<file path="src/rtl/fetch_pkg.sv">
`default_nettype none
// +----------------------------------------------------------------------------
// | fetch_pkg : shared types and constants for the instruction-fetch stage
// | Rev 1.0
// +----------------------------------------------------------------------------
package fetch_pkg;

  typedef enum logic [1:0] {
    ST_PRIME = 2'd0,
    ST_RUN   = 2'd1,
    ST_ISR   = 2'd2
  } fetch_state_t;

  typedef enum logic [1:0] {
    SRC_NONE   = 2'd0,
    SRC_BRANCH = 2'd1,
    SRC_RTI    = 2'd2,
    SRC_IRQ    = 2'd3
  } redirect_src_t;

  localparam logic [31:0] NOP_INSTR = 32'h0000_0013;
  localparam int unsigned PC_STEP   = 4;

endpackage
`default_nettype wire

</file>
<file path="src/rtl/if_id_reg.sv">
`default_nettype none
// +----------------------------------------------------------------------------
// | if_id_reg : IF/ID pipeline register with hold and flush (flush wins)
// | Rev 1.0
// +----------------------------------------------------------------------------
module if_id_reg
  import fetch_pkg::*;
#(
  parameter int XLEN = 32
) (
  input  logic            clk,
  input  logic            rst_n,
  input  logic            hold,
  input  logic            flush,
  input  logic [XLEN-1:0] instr_d,
  input  logic [XLEN-1:0] pc_d,
  output logic [XLEN-1:0] instr,
  output logic [XLEN-1:0] pc,
  output logic            valid
);

  always_ff @(posedge clk or negedge rst_n) begin
    if (!rst_n) begin
      instr <= XLEN'(NOP_INSTR);
      pc    <= '0;
      valid <= 1'b0;
    end else if (flush) begin
      instr <= XLEN'(NOP_INSTR);
      pc    <= '0;
      valid <= 1'b0;
    end else if (!hold) begin
      instr <= instr_d;
      pc    <= pc_d;
      valid <= 1'b1;
    end
  end

endmodule
`default_nettype wire

</file>
<file path="src/rtl/fetch_stage.sv">
`default_nettype none
// +----------------------------------------------------------------------------
// | fetch_stage : PC, instruction-memory address and IF/ID register.
// | Define FETCH_IRQ_EN to build the interrupt / return-from-interrupt logic.
// | Rev 1.0
// +----------------------------------------------------------------------------
module fetch_stage
  import fetch_pkg::*;
#(
  parameter int              XLEN       = 32,
  parameter logic [XLEN-1:0] RESET_PC   = 32'h0000_0000,
  parameter logic [XLEN-1:0] INT_VECTOR = 32'h0000_0100
) (
  input  logic            clk,
  input  logic            rst_n,
  input  logic            hazard,
  input  logic            stall_mem,
  input  logic            branch_taken_ex,
  input  logic [XLEN-1:0] branch_target_ex,
  input  logic            interrupt,
  input  logic            rti,
  output logic [XLEN-1:0] imem_addr,
  input  logic [XLEN-1:0] imem_rd_data,
  output logic [XLEN-1:0] instr_if_id,
  output logic [XLEN-1:0] pc_if_id,
  output logic            valid_if_id,
  output logic            flush_stall,
  output logic [XLEN-1:0] epc
);

  fetch_state_t    state, state_next;
  redirect_src_t   src;
  logic [XLEN-1:0] pc_q;
  logic [XLEN-1:0] target;
  logic            redirect;
  logic            pending;

  always_ff @(posedge clk or negedge rst_n) begin
    if (!rst_n) state <= ST_PRIME;
    else        state <= state_next;
  end

  always_comb begin
    state_next = state;
    case (state)
      ST_PRIME: state_next = ST_RUN;
`ifdef FETCH_IRQ_EN
      ST_RUN:   if (src == SRC_IRQ) state_next = ST_ISR;
      ST_ISR:   if (src == SRC_RTI) state_next = ST_RUN;
`endif
      default:  state_next = ST_RUN;
    endcase
  end

  // A stalled redirect is not accepted; EX keeps presenting it until stall_mem drops.
  always_comb begin
    src = SRC_NONE;
    if (state != ST_PRIME && !stall_mem) begin
      if (branch_taken_ex)                src = SRC_BRANCH;
`ifdef FETCH_IRQ_EN
      else if (state == ST_ISR && rti)     src = SRC_RTI;
      else if (state == ST_RUN && pending) src = SRC_IRQ;
`endif
    end

    case (src)
      SRC_RTI: target = epc;
      SRC_IRQ: target = INT_VECTOR;
      default: target = branch_target_ex;
    endcase

    redirect = (src != SRC_NONE);

    if (state == ST_PRIME)  imem_addr = RESET_PC;
    else if (stall_mem)     imem_addr = pc_q;
    else if (redirect)      imem_addr = target;
    else if (hazard)        imem_addr = pc_q;
    else                    imem_addr = pc_q + XLEN'(PC_STEP);
  end

  // The address issued this cycle is, by construction, next cycle's pc_q.
  always_ff @(posedge clk or negedge rst_n) begin
    if (!rst_n) begin
      pc_q        <= RESET_PC;
      flush_stall <= 1'b0;
    end else begin
      pc_q        <= imem_addr;
      flush_stall <= redirect;
    end
  end

`ifdef FETCH_IRQ_EN
  always_ff @(posedge clk or negedge rst_n) begin
    if (!rst_n) begin
      pending <= 1'b0;
      epc     <= '0;
    end else begin
      if (src == SRC_IRQ) begin
        pending <= interrupt;
        epc     <= valid_if_id ? pc_if_id : pc_q;
      end else if (interrupt) begin
        pending <= 1'b1;
      end
    end
  end
`else
  logic unused_irq_inputs;
  assign pending           = 1'b0;
  assign epc               = '0;
  assign unused_irq_inputs = ^{interrupt, rti, pending};
`endif

  if_id_reg #(
    .XLEN (XLEN)
  ) u_if_id_reg (
    .clk     (clk),
    .rst_n   (rst_n),
    .hold    ((state == ST_PRIME) | stall_mem | hazard),
    .flush   (redirect),
    .instr_d (imem_rd_data),
    .pc_d    (pc_q),
    .instr   (instr_if_id),
    .pc      (pc_if_id),
    .valid   (valid_if_id)
  );

endmodule
`default_nettype wire

</file>
<file path="config.mk">
export PLATFORM = sky130hd
export DESIGN_NAME = fetch_stage
export DESIGN_NICKNAME = d
export VERILOG_FILES = /design/src/rtl/fetch_pkg.sv /design/src/rtl/if_id_reg.sv /design/src/rtl/fetch_stage.sv
export SDC_FILE = /design/constraint.sdc
export NUM_CORES = 1
export LEC_CHECK = 0
export ABC_AREA = 1
export BUFFER_PORTS_ARGS = -buffer_cell sky130_fd_sc_hd__buf_2
export CAP_MARGIN = 20
export CORE_ASPECT_RATIO = 0.75
export CORE_MARGIN = 3
export CORE_UTILIZATION = 49
export DETAILED_ROUTE_END_ITERATION = 6
export HOLD_SLACK_MARGIN = 0.06
export PLACE_DENSITY_LB_ADDON = 0.08
export SLEW_MARGIN = 20
export SYNTH_ARGS = -nofsm -noshare
export SYNTH_HDL_FRONTEND = slang
export SYNTH_SLANG_ARGS = --single-unit
export TNS_END_PERCENT = 10
</file>
<file path="constraint.sdc">
create_clock -name clk -period 2.8 [get_ports clk]
set_input_delay 0.84 -clock clk [delete_from_list [all_inputs] [get_ports clk]]
set_output_delay 0.84 -clock clk [all_outputs]
set_load 0.05 [all_outputs]
</file>
==> summary.txt, run 1 <==
Outcome
  – Status: finished, violations left
  – Failing checks: negative setup slack

Drt
  – DR vias/cell: 5.275
  – Initial DRC count: ~370
  – DRC errors left: 0
  – Pre-antenna DRT Iters: 5
  – Routed Antenna Nets: 0
  – DR WL/cell: 16.47 µm
  – Via Count: between 4,000 and 5,000
  – Routed wire length: 14.99 mm

Power and ir drop
  – Pwr per Cell Area: 571.3 nW/µm²
  – Maximum VDD drop: 0.4358 mV
  – Leak: 3.457 nW
  – Design Power: 0.003937 W

Setup path
  – CP top delay family: simple AND/OR/NAND/NOR gates
  – Most frequent CP cell: buf_12
  – Crit-path max FO: 4
  – CP max stage cell: buf_6
  – Levels on crit path: 11
  – CP Class: input pin to output port
  – WP data arrival: 2.15 ns
  – CP required: 1.96 ns
  – Critical-path cell list: buf_12, clkinv_8, nand2_4, nor2_4, nand3_4, nor2_8, buf_12, xor2_1, nand2_1, a21oi_4, buf_6
  – Critical path launch point type: input pin
  – Crit path largest cell delay: 0.18 ns
  – Reg2reg path depth: 10
  – Crit path buf inv count: 4
  – Critical Path End Type: output port

Die
  – Die W: 122.5 µm
  – Row count: 31
  – Core area: 9774 µm²
  – Die area: 11,430 µm²
  – Die Ht: 93.34 µm
  – # IOs: 201
  – Initial Util: 50.99%

Timing
  – PnR worst setup slack: -0.1929 ns
  – Max transition margin: between 60% and 70%
  – Max-slew violations: 0
  – Fmax: 0.3341 GHz
  – Final period util: 106.9%
  – RSZ-0062 raised after global routing: true
  – Setup-failing EPs final: 21
  – WHS: 0.4818 ns
  – Setup_tns: -2.359 ns
  – Layout Skew: 0.01237 ns
  – Minimum clock period after layout: 2.993 ns
  – Final Hold Vio Count: 0
  – Slew @ Worst Pin: ~0.53 ns

GRT
  – Initial antenna violation count: 0
  – Largest net degree at the start of global routing: 100
  – All-Layer GR Usage: 26.05%
  – Vias in the first global route: ~4,500
  – Gr ovfl total: 0
  – Global-route wire length before repair: 23.00 mm

Logic synthesis
  – Syn Area/Cell: 8.682 µm²
  – #FFs+latches synth: 99
  – Cell Area, Synth: 4984 µm²
  – Register area share after synthesis: 49.79%
  – Cells after synthesis: 574
  – Post-synth top flop: dfrtp_1
  – Number of synthesized flops with an enable pin: 0
  – Yosys cell types: 35
  – Synth async-reset ratio: 100.0%
  – Warnings from Yosys: 0

Final layout
  – FILL cells: 817
  – Nets@finish: 845
  – Layout cells sized above 1: 39.33%
  – Finished Cell Area: 6892 µm²
  – P&R area growth vs syn: 38.29%
  – Diodes inserted: 0

Clock network
  – Hold-fix buffers, CTS: 0
  – CTS Buffer Depth: 2
  – Cts bufs inserted: 9
  – Clk_lat worst skew: 0.35 ns
  – Clock sinks: 99
  – Root Driver: clkbuf_16
  – Worst-path clk slew: approximately 0.06 ns
  – CTS H-Tree Depth: 3
  – CTS tree: yes

Worst hold path
  – WHS Path Cells: 2
  – Min-Delay Path Class: register to register

Flow run
  – Maxcap violations: 0

Place
  – Post-DP HPWL: ~11 mm
  – Global placement routability congestion: between 0.9 and 1
  – Placed inst area: 6146 µm²
  – Port Buffer Count: 166
==> kinds of logic (layout without fill, tap and decap cells) <==
family | count (synthesis) | in the layout | share of synthesized area (%)
xor gates and xnor gates | 9 | 9 | 1.582
other | 2 | 33 | 0.1507
adders and majority gates | 1 | 1 | 0.2510
DFF | 99 | 99 | 49.79
AOI/OAI and AO/OA | 162 | 162 | 19.61
buffers and inverters | 109 | 282 | 11.47
and+or+nand+nor | 192 | 192 | 17.15
==> cells in the mapped netlist (all sizes together) (3+ instances only) <==
master	count	area, µm²
clkbuf	13	50.04
xor2	9	78.83
buf	46	334.1
nand3	32	177.7
a22o	35	306.5
o21ai	70	361.6
inv	50	187.7
a21oi	49	245.2
nor2	35	182.7
dfrtp	96	2402
nand2	115	434.2
nand4	4	25.02
o22a	3	26.28
nor3	4	20.02
dfstp	3	78.83
==> area by class of cell <==
cell class | instances | area (µm²) | area share (%)
flip-flops and latches | 99 | 2485 | 36.06
multi-input cells | 397 | 2291 | 33.24
repair buffers | 216 | 1480 | 21.48
clock buffers | 11 | 232.7 | 3.377
inverters | 50 | 200.2 | 2.905
well taps | 132 | 165.2 | 2.397
clock inverters | 5 | 37.54 | 0.5447
==> flip-flops by register name, indices dropped and copies added (netlist names) <==
name               cells
pc_q                  32
flush_stall            1
u_if_id_reg.pc        32
u_if_id_reg.valid      1
u_if_id_reg.instr     32
state                  1
==> report_power, final <==
part | leakage [nW] | switching (W) | internal, W
clock network | 0.126 | 0.000550 | 0.000607
logic | 2.02 | 0.000834 | 0.000304
registers | 1.31 | 0.0000862 | 0.00156
==> metrics by stage <==
stage / std cells / util, % / worst slack (ns)
floorplan: 605 / - / -0.2438
global placement: 880 / 62.88 / -0.3364
detailed placement: 880 / 62.88 / -0.3509
CTS: 903 / 68.59 / -0.2817
global route: 910 / 70.51 / -0.3116
finish: 910 / 70.51 / -0.1929
==> routing by layer <==
| metal | vias up | share of wire [%] | track usage (%) | wire (µm) |
|---|---|---|---|---|
| met1 | 2303 | 46 | 39.84 | 6957 |
| met5 | - | 0 | 0 | 0 |
| met3 | 17 | 9.6 | 7.437 | 1438 |
| met2 | 228 | 43 | 36.31 | 6416 |
| met4 | 0 | 1.2 | 6.244 | 173 |
| li1 | 2252 | - | - | - |
==> worst reg2reg max path, delay by kind of cell (launching register included) <==
family	cells	cell delay, ns
AO/OA/AOI/OAI	1	0.22
XOR/XNOR	1	0.17
adder cells (fa/ha/maj)	1	0.19
buffers and inverters	3	0.31
flip-flops	1	0.36
AND/OR/NAND/NOR	4	0.48
==> final timing paths <==
| path | startpoint | endpoint | slack [ns] |
|---|---|---|---|
| min reg2reg | u_if_id_reg.valid$_DFFE_PN0P_ | u_if_id_reg.valid$_DFFE_PN0P_ | 0.48 |
| min in group asynchronous | rst_n | u_if_id_reg.pc[25]$_DFFE_PN0P_ | 0.54 |
| max reg2reg | pc_q[2]$_DFF_PN0_ | pc_q[14]$_DFF_PN0_ | 0.99 |
| max | hazard | imem_addr[15] | -0.19 |
| max in group asynchronous | rst_n | pc_q[15]$_DFF_PN0_ | 1.82 |
| min | u_if_id_reg.valid$_DFFE_PN0P_ | u_if_id_reg.valid$_DFFE_PN0P_ | 0.48 |
==> placed cells by master, fill, tap and decap left out, types with 28 or more instances in the layout <==
master / synthesis / final
buf_2: 9 / 134
nand2_1: 114 / 106
dfrtp_1: 96 / 93
o21ai_0: 68 / 65
inv_1: 48 / 44
buf_4: 34 / 44
a22o_1: 35 / 35
conb_1: 2 / 33
buf_6: 3 / 31
a21oi_1: 49 / 28
==> what timing repair did <==
item | in CTS | in global routing
cloned | 0 | 0
endpoints found under the setup margin | 30 | 32
resized for setup | 78 | 38
pin swaps | 8 | 16
setup buffers | 7 | 7
endpoints found under the hold margin | 0 | 0
(Power assumes the default switching activity.)
==> inputs of run 2 (changes only) <==
- CORE_ASPECT_RATIO: 0.75 -> unset
- CORE_MARGIN: 3 -> unset
==> summary.txt, run 2 (same netlist as run 1, synthesis figures left out) <==
Outcome
  – Failing checks: negative setup slack
  – Status: finished, violations left

Place
  – Post-DP HPWL: a little over 10 mm
  – Port Buffer Count: 166
  – Global placement routability congestion: 0.9614
  – Placed inst area: 6170 µm²

Die
  – # IOs: between 200 and 250
  – Row count: 36
  – Die W: 102.9 µm
  – Die area: 10,580 µm²
  – Die Ht: 102.9 µm
  – Initial Util: 50.75%
  – Core area: 9819 µm²

Timing
  – WHS: 0.4329 ns
  – Fmax: 0.3376 GHz
  – Minimum clock period after layout: 2.962 ns
  – RSZ-0062 raised after global routing: true
  – Max transition margin: between 60 and 70%
  – Layout Skew: 0.01795 ns
  – Slew @ Worst Pin: 0.5313 ns
  – Final Hold Vio Count: 0
  – Final period util: 105.8%
  – PnR worst setup slack: -0.1625 ns
  – Max-slew violations: 0
  – Setup-failing EPs final: 21
  – Setup_tns: -1.973 ns

Setup path
  – Crit-path max FO: 8
  – WP data arrival: 2.12 ns
  – CP max stage cell: xor2_2
  – CP required: 1.96 ns
  – Critical Path End Type: output port
  – Critical path launch point type: input pin
  – Critical path startpoint: hazard
  – Critical-path cell list: buf_12, clkinv_8, nand2_8, nor2_4, nand3_4, nor2_8, xor2_2, nand2_2, a21oi_4, buf_6
  – Crit path largest cell delay: 0.19 ns
  – Reg-to-Reg Start: pc_q[2]$_DFF_PN0_
  – CP Class: input pin to output port
  – Crit path buf inv count: 3
  – CP top delay family: simple AND/OR/NAND/NOR gates

Final layout
  – Reg area: 2491 µm²
  – Multi-input logic area: 2356 µm²
  – Commonest cells after routing, fill and taps aside: buf_2, nand2_1, dfrtp_1
  – Commonest non-fill, non-tap cell in the layout: buf_2
  – Nets@finish: ~850
  – P&R area growth vs syn: 38.36%
  – Biggest regs: pc_q (32), u_if_id_reg.instr (32), u_if_id_reg.pc (32)
  – Finished Cell Area: approximately 6900 µm²
  – Layout cells sized above 1: 41.21%
  – FILL cells: 823
  – Diodes inserted: 0

GRT
  – Gr ovfl total: 0
  – Initial antenna violation count: 0
  – Largest net degree at the start of global routing: 61
  – Global-route wire length before repair: between 20 and 25 mm
  – Vias in the first global route: 4,287
  – All-Layer GR Usage: 26.73%

Power and ir drop
  – Sw Pwr: 0.001436 W
  – Sw frac: around two fifths
  – Combinational group share of total power: 30.8%
  – Leak: 3.447 nW
  – Maximum VDD drop: between 0.2 and 0.25 mV
  – Int Power: approximately 0.0023 W
  – Pwr per Cell Area: 543.6 nW/µm²
  – Clock power frac: 25.5%
  – Flop pwr share: 43.7%

Worst hold path
  – Min-Delay Path Class: input pin to async pin

Drt
  – DR vias/cell: 5.179
  – Routed wire length: about 14 mm
  – DRC errors left: 0
  – Routed Antenna Nets: 0
  – Via Count: approximately 4,700
  – DR WL/cell: about 16 µm
  – Initial DRC count: a little over 300
  – Pre-antenna DRT Iters: 5

Clock network
  – CTS H-Tree Depth: 3
  – Clk_lat worst skew: 0.37 ns
  – Clock sinks: between 90 and 100
  – Cts bufs inserted: 9
  – Hold-fix buffers, CTS: 0
  – Worst-path clk slew: 0.11 ns
  – CTS tree: yes
  – Root Driver: clkbuf_8
  – CTS Buffer Depth: 2

Flow run
  – Maxcap violations: 0
[run 2: layout make-up]
cell class                      instances  area share, %
Sequential cell                        99          36.13
Multi-Input combinational cell        397          34.17
Timing Repair Buffer                  217          21.50
Inverter                               50          2.903
Tap cell                              133          2.413
Clock buffer                           11          2.050
Clock inverter                          5         0.8347
[run 2: metal layers]
layer	share of wire (%)	track usage [%]	vias to the layer above
met4	1.7	9.426	0
li1	-	-	2263
met2	46	42.77	211
met1	45	37.19	2232
met3	7.2	3.932	17
met5	0	0	-
[run 2: stage by stage]
stage | worst slack, ns | utilization, % | instances | power (W)
floorplan | -0.2438 | - | 605 | 0.002462
global placement | -0.3228 | 62.83 | 882 | 0.002727
detailed placement | -0.3295 | 62.83 | 882 | 0.002741
CTS | -0.2277 | 67.38 | 902 | 0.003732
global route | -0.2600 | 70.22 | 912 | 0.003897
finish | -0.1625 | 70.22 | 912 | 0.003748
[run 2: worst paths after layout]
path	endpoint	slack [ns]	depth (start not counted)
min in group clk	u_if_id_reg.pc[31]$_DFFE_PN0P_	0.49	2
min	pc_q[0]$_DFF_PN0_	0.43	1
min reg2reg	u_if_id_reg.pc[31]$_DFFE_PN0P_	0.49	2
max	imem_addr[15]	-0.16	10
max reg2reg	pc_q[30]$_DFF_PN0_	1.10	11
max in group asynchronous	pc_q[24]$_DFF_PN0_	1.66	2
[run 2: worst reg2reg max path: cells and delay by family (launching register included)]
kind | cells | cell delay (ns)
buffers and inverters | 3 | 0.31
adders and majority gates | 1 | 0.19
DFF | 1 | 0.37
AOI/OAI and AO/OA | 1 | 0.19
and+or+nand+nor | 6 | 0.59
[run 2: power groups by stage]
stage                     sequential, W  combinational (W)  clock [W]
after global placement          0.00166            0.00107          0
after CTS                       0.00164            0.00112   0.000972
after detailed placement        0.00166            0.00108          0
after floorplan                 0.00199           0.000474          0
after global routing            0.00166            0.00123    0.00102
final                           0.00164            0.00115   0.000957
[run 2: repair_timing]
item                       CTS  global route
pin swaps                    7            17
setup endpoints to repair   30            31
gates resized for setup     73            58
hold endpoints to repair     0             0
setup buffers                4            10
